<file path="config.mk">
export PLATFORM = sky130hd
export DESIGN_NAME = seven_seg_scroll_driver
export DESIGN_NICKNAME = d
export VERILOG_FILES = /design/src/rtl/seven_seg_scroll_driver.sv
export SDC_FILE = /design/constraint.sdc
export NUM_CORES = 1
export LEC_CHECK = 0
export CAP_MARGIN = 10
export CORE_UTILIZATION = 35
export CTS_BUF_LIST = sky130_fd_sc_hd__clkbuf_16
export CTS_CLUSTER_DIAMETER = 60
export DETAILED_ROUTE_END_ITERATION = 8
export SYNTH_ARGS = -nofsm -noshare
export SYNTH_HDL_FRONTEND = slang
export SYNTH_SLANG_ARGS = --single-unit
</file>
<file path="constraint.sdc">
create_clock -name clk -period 4.6 [get_ports clk]
set_input_delay 0.92 -clock clk [delete_from_list [all_inputs] [get_ports clk]]
set_output_delay 0.92 -clock clk [all_outputs]
set_load 0.01 [all_outputs]
</file>
<file path="src/rtl/seven_seg_scroll_driver.sv">
// Seven-segment scrolling text driver.
// Characters (A..Z, blank) are appended to a small buffer and shown on
// NUM_DIGITS multiplexed active-low digits. In scroll mode the visible window
// slides one character per SCROLL_DIV cycles and wraps back to the start.
module seven_seg_scroll_driver #(
   parameter int unsigned NUM_DIGITS  = 4,
   parameter int unsigned BUF_DEPTH   = 16,
   parameter int unsigned REFRESH_DIV = 50000,
   parameter int unsigned SCROLL_DIV  = 25000000
) (
   input  logic                  clk,
   input  logic                  rst,
   input  logic                  wr_en,
   input  logic [4:0]            wr_char,
   input  logic                  clear,
   input  logic                  scroll_en,
   output logic                  buf_full,
   output logic [5:0]            char_count,
   output logic [6:0]            seg,
   output logic [NUM_DIGITS-1:0] an
);

   localparam int unsigned PW = (NUM_DIGITS > 1) ? $clog2(NUM_DIGITS) : 1;
   localparam int unsigned RW = $clog2(REFRESH_DIV);
   localparam int unsigned SW = $clog2(SCROLL_DIV);
   localparam int unsigned AW = (BUF_DEPTH > 1) ? $clog2(BUF_DEPTH) : 1;

   localparam logic [5:0]    DEPTH6   = 6'(BUF_DEPTH);
   localparam logic [5:0]    ND6      = 6'(NUM_DIGITS);
   localparam logic [RW-1:0] REF_LAST = RW'(REFRESH_DIV - 1);
   localparam logic [SW-1:0] SCR_LAST = SW'(SCROLL_DIV - 1);
   localparam logic [PW-1:0] P_LAST   = PW'(NUM_DIGITS - 1);
   localparam logic [6:0]    BLANK    = 7'h7F;

   logic [4:0]            r_buf [2**AW];
   logic [5:0]            r_count;
   logic [5:0]            r_offset;
   logic [SW-1:0]         r_scroll;
   logic [RW-1:0]         r_refresh;
   logic [PW-1:0]         r_p;
   logic [6:0]            r_seg;
   logic [NUM_DIGITS-1:0] r_an;

   logic                  w_wr_accept;
   logic                  w_scroll_step;
   logic [5:0]            w_idx;
   logic                  w_blank;
   logic [4:0]            w_code;
   logic [6:0]            w_glyph;
   logic [NUM_DIGITS-1:0] w_an_next;

   assign w_wr_accept   = wr_en & ~clear & ~rst & (r_count < DEPTH6);
   assign w_scroll_step = scroll_en & (r_scroll == SCR_LAST);
   assign w_idx         = r_offset + {{(6 - PW){1'b0}}, r_p};
   assign w_blank       = (w_idx >= r_count);
   assign w_code        = r_buf[w_idx[AW-1:0]];

   assign buf_full   = (r_count == DEPTH6);
   assign char_count = r_count;
   assign seg        = r_seg;
   assign an         = r_an;

   // Character storage; contents survive reset, only count defines validity.
   always_ff @(posedge clk) begin
      if (w_wr_accept) begin
         r_buf[r_count[AW-1:0]] <= wr_char;
      end
   end

   // Buffer length, scroll window offset and scroll step divider.
   always_ff @(posedge clk) begin
      if (rst) begin
         r_count  <= '0;
         r_offset <= '0;
         r_scroll <= '0;
      end else begin
         if (!scroll_en || w_scroll_step) begin
            r_scroll <= '0;
         end else begin
            r_scroll <= r_scroll + 1'b1;
         end

         if (clear) begin
            r_count  <= '0;
            r_offset <= '0;
         end else begin
            if (w_wr_accept) begin
               r_count <= r_count + 1'b1;
            end
            // Step decisions use the length as it stood before this cycle's
            // write, so a newly appended character joins at the next step.
            if (!scroll_en) begin
               r_offset <= '0;
            end else if (w_scroll_step) begin
               if (r_count > ND6 && r_offset < (r_count - ND6)) begin
                  r_offset <= r_offset + 1'b1;
               end else begin
                  r_offset <= '0;
               end
            end
         end
      end
   end

   // Digit multiplex: hold each digit for REFRESH_DIV cycles, then advance.
   always_ff @(posedge clk) begin
      if (rst) begin
         r_refresh <= '0;
         r_p       <= '0;
      end else if (r_refresh == REF_LAST) begin
         r_refresh <= '0;
         r_p       <= (r_p == P_LAST) ? '0 : r_p + 1'b1;
      end else begin
         r_refresh <= r_refresh + 1'b1;
      end
   end

   // Character code to active-low {g,f,e,d,c,b,a} pattern.
   always_comb begin
      w_glyph = BLANK;
      case (w_code)
         5'd0:    w_glyph = 7'h08;
         5'd1:    w_glyph = 7'h03;
         5'd2:    w_glyph = 7'h46;
         5'd3:    w_glyph = 7'h21;
         5'd4:    w_glyph = 7'h06;
         5'd5:    w_glyph = 7'h0E;
         5'd6:    w_glyph = 7'h10;
         5'd7:    w_glyph = 7'h0B;
         5'd8:    w_glyph = 7'h79;
         5'd9:    w_glyph = 7'h71;
         5'd10:   w_glyph = 7'h0E;
         5'd11:   w_glyph = 7'h47;
         5'd12:   w_glyph = 7'h54;
         5'd13:   w_glyph = 7'h15;
         5'd14:   w_glyph = 7'h40;
         5'd15:   w_glyph = 7'h0C;
         5'd16:   w_glyph = 7'h08;
         5'd17:   w_glyph = 7'h1F;
         5'd18:   w_glyph = 7'h12;
         5'd19:   w_glyph = 7'h07;
         5'd20:   w_glyph = 7'h41;
         5'd21:   w_glyph = 7'h61;
         5'd22:   w_glyph = 7'h50;
         5'd23:   w_glyph = 7'h37;
         5'd24:   w_glyph = 7'h11;
         5'd25:   w_glyph = 7'h24;
         default: w_glyph = BLANK;
      endcase
   end

   // One-hot-low anode pattern for the current digit position.
   always_comb begin
      w_an_next      = '1;
      w_an_next[r_p] = 1'b0;
   end

   // Registered display outputs; everything dark while in reset.
   always_ff @(posedge clk) begin
      if (rst) begin
         r_seg <= BLANK;
         r_an  <= '1;
      end else begin
         r_seg <= w_blank ? BLANK : w_glyph;
         r_an  <= w_an_next;
      end
   end

endmodule

</file>
==> flow_summary.json <==
{
  "timing.final.crit_period_ps": 3926,
  "cp-end-kind": "flop",
  "vias": 4188,
  "synth_seq_cells": 146,
  "ios": 28,
  "final_hold_viol_count": 0,
  "cts-buffers-inserted": 17,
  "final_common_cell": "edfxtp_1",
  "cts_setup_buffers": 0,
  "first_iter_violations": 354,
  "antennaDiodeCount": 0,
  "status": "finished, final reports clean",
  "synthTopCellsByArea": "edfxtp_1, dfxtp_1, mux4_1, ha_1, nor2_1",
  "fin_nets": 622,
  "report.power.total_uw": 2813,
  "htreeDepth": 4,
  "timing.slew.headroom": 0.3327,
  "cts_tree": "yes",
  "synth_flop_cell": "edfxtp_1",
  "tightest_slew_ps": 997.9,
  "multi_input_area_um2": 2894,
  "cts-resized-gates": 0,
  "crit_path_max_incr_delay_ps": 880,
  "die-area_um2": 19970,
  "synth_cell_type_count": 51,
  "coreArea_um2": 18890,
  "cp.arrival_ps": 4250,
  "grt_pass1_vias": 4181,
  "ant_nets": 0,
  "vias_per_cell": 4.933,
  "required_ps": 4920,
  "pre_cts_ws_ps": 674.8,
  "async_flop_share": 0,
  "fp-row-count": 50,
  "startpoint_type": "flop",
  "finalCritPeriodShare": 0.8535,
  "ys_seq_area_frac": 0.5481,
  "initial_core_util": 0.3596,
  "fin_util": 0.4189,
  "hold_buffers": 0,
  "fp.dieW_um": 141.3,
  "dp_hpwl_um": 9547,
  "dr.pass1.iters": 4,
  "grt_max_degree": 26,
  "drc_errors": 0,
  "critPathMaxFanout": 13,
  "rsz0062_at_grt": "no",
  "setup_tns_ps": 0,
  "hp-class": "reg2reg",
  "netlist.area_leader.share": 0.3536,
  "drive_above_1_share": 0.08319,
  "synth_warnings": 0,
  "cts_sinks": 146,
  "holdPathStages": 1,
  "clock_latency_ps": 430,
  "portBuffers": 27,
  "fmax_mhz": 254.7,
  "placed_area_um2": 7330,
  "wl_per_cell_um": 15.82,
  "grt_first_pass_wirelength_um": 22250,
  "seqCellArea_um2": 3724,
  "clk_pin_slew_ps": 60,
  "track_usage": 0.1467,
  "yosys.area.top_type": "edfxtp_1",
  "p_leak_uw": 0.002802,
  "antenna_found_initial": 0,
  "setup_violations": 0,
  "synthesis.instances": 540,
  "cts_root_buffer": "clkbuf_16",
  "cts_buffer_depth": 2,
  "grt-ovfl-total": 0,
  "crit_cells": 11,
  "synth_edf_count": 80,
  "timing.final.ws_setup_ps": 674.0,
  "worstSetupPathType": "reg2reg",
  "path_cells": "ha_1 -> fa_1 -> mux4_1 -> mux4_2 -> inv_1 -> ha_1 -> nor2_1 -> a221oi_2 -> nand2_1 -> a211o_1 -> a21o_1",
  "cp_slowest_cell": "fa_1",
  "die_h_um": 141.3,
  "nFillCells": 1780,
  "worstRegToRegCells": 11,
  "syn_to_final_growth_pct": 16.48,
  "gp_congestion": 0.7839,
  "drt_wl_total_um": 13430,
  "powerDensity_nw_per_um2": 355.5,
  "finClkSkew_ps": 13.78,
  "crit_family": "adder cells",
  "syn_area_um2": 6794,
  "regToRegSetupSlack_ps": 670,
  "syn_area_per_cell_um2": 12.58,
  "cap_violations": 0,
  "layout_common_cells": "edfxtp_1, dfxtp_1, nor2_1",
  "synth_nets": 586,
  "worst_path_most_repeated_cell": "ha_1",
  "slew_violations": 0,
  "finalInstanceArea_um2": 7914,
  "crit_buf_inv": 1,
  "peakVddDrop_mv": 0.2682
}
==> where the power goes <==
part | switching, uW | leakage (uW) | internal (uW)
logic | 41.2 | 0.00125 | 23.8
registers | 4.23 | 0.00125 | 1380
clock network | 539 | 0.000295 | 826
total | 584 | 0.00280 | 2230
==> registers in the layout, indices dropped and copies added (netlist names) <==
name        count
r_offset        6
r_buf          80
r_p             2
seg             7
an              4
r_scroll       25
char_count      6
r_refresh      16
==> path summary, 6_finish.rpt <==
path / startpoint / to
setup / recovery: r_offset[0] / seg[1]
hold reg to reg: r_refresh[0] / r_refresh[0]
hold / removal: r_refresh[0] / r_refresh[0]
setup reg to reg: r_offset[0] / seg[1]
==> per-layer routing <==
metal / vias to the layer above / global-route usage / part of all wire
met5: - / 0 / 0
met4: 0 / 0.06178 / 0.014
met3: 11 / 0.03105 / 0.040
met2: 75 / 0.2285 / 0.47
met1: 2045 / 0.1983 / 0.48
li1: 2057 / - / -
==> cell families (layout without fill, tap and decap cells) <==
logic type      Yosys count  after routing  synth area share
compound gates           53             53           0.05764
mux                      29             29           0.09816
xor+xnor                 50             50           0.06446
simple gates            190            190            0.1383
buf+inv                  36             85           0.02597
flops                   146            146            0.5481
fa+ha+maj                36             36           0.06740
==> Yosys cell counts, drive strengths merged (14+ instances only) <==
master / count
ha: 35
nand3: 17
nand2: 30
edfxtp: 80
mux4: 25
inv: 21
dfxtp: 66
xor2: 27
and3: 23
nor3: 14
nor2: 63
xnor2: 23
==> through the flow <==
stage	instances	hold WS, ps
global route	849	487.0
detailed placement	817	461.7
floorplan	540	429.5
finish	849	468.2
global placement	817	440.0
CTS	849	472.6
==> layout make-up <==
| type | count | share of cell area |
|---|---|---|
| clock buffers | 18 | 0.05692 |
| clock inverters | 14 | 0.01692 |
| inverters | 21 | 0.009960 |
| multi-input cells | 358 | 0.3657 |
| flip-flops and latches | 146 | 0.4705 |
| well taps | 260 | 0.04111 |
| repair buffers | 32 | 0.03889 |
(Power assumes the default switching activity.)
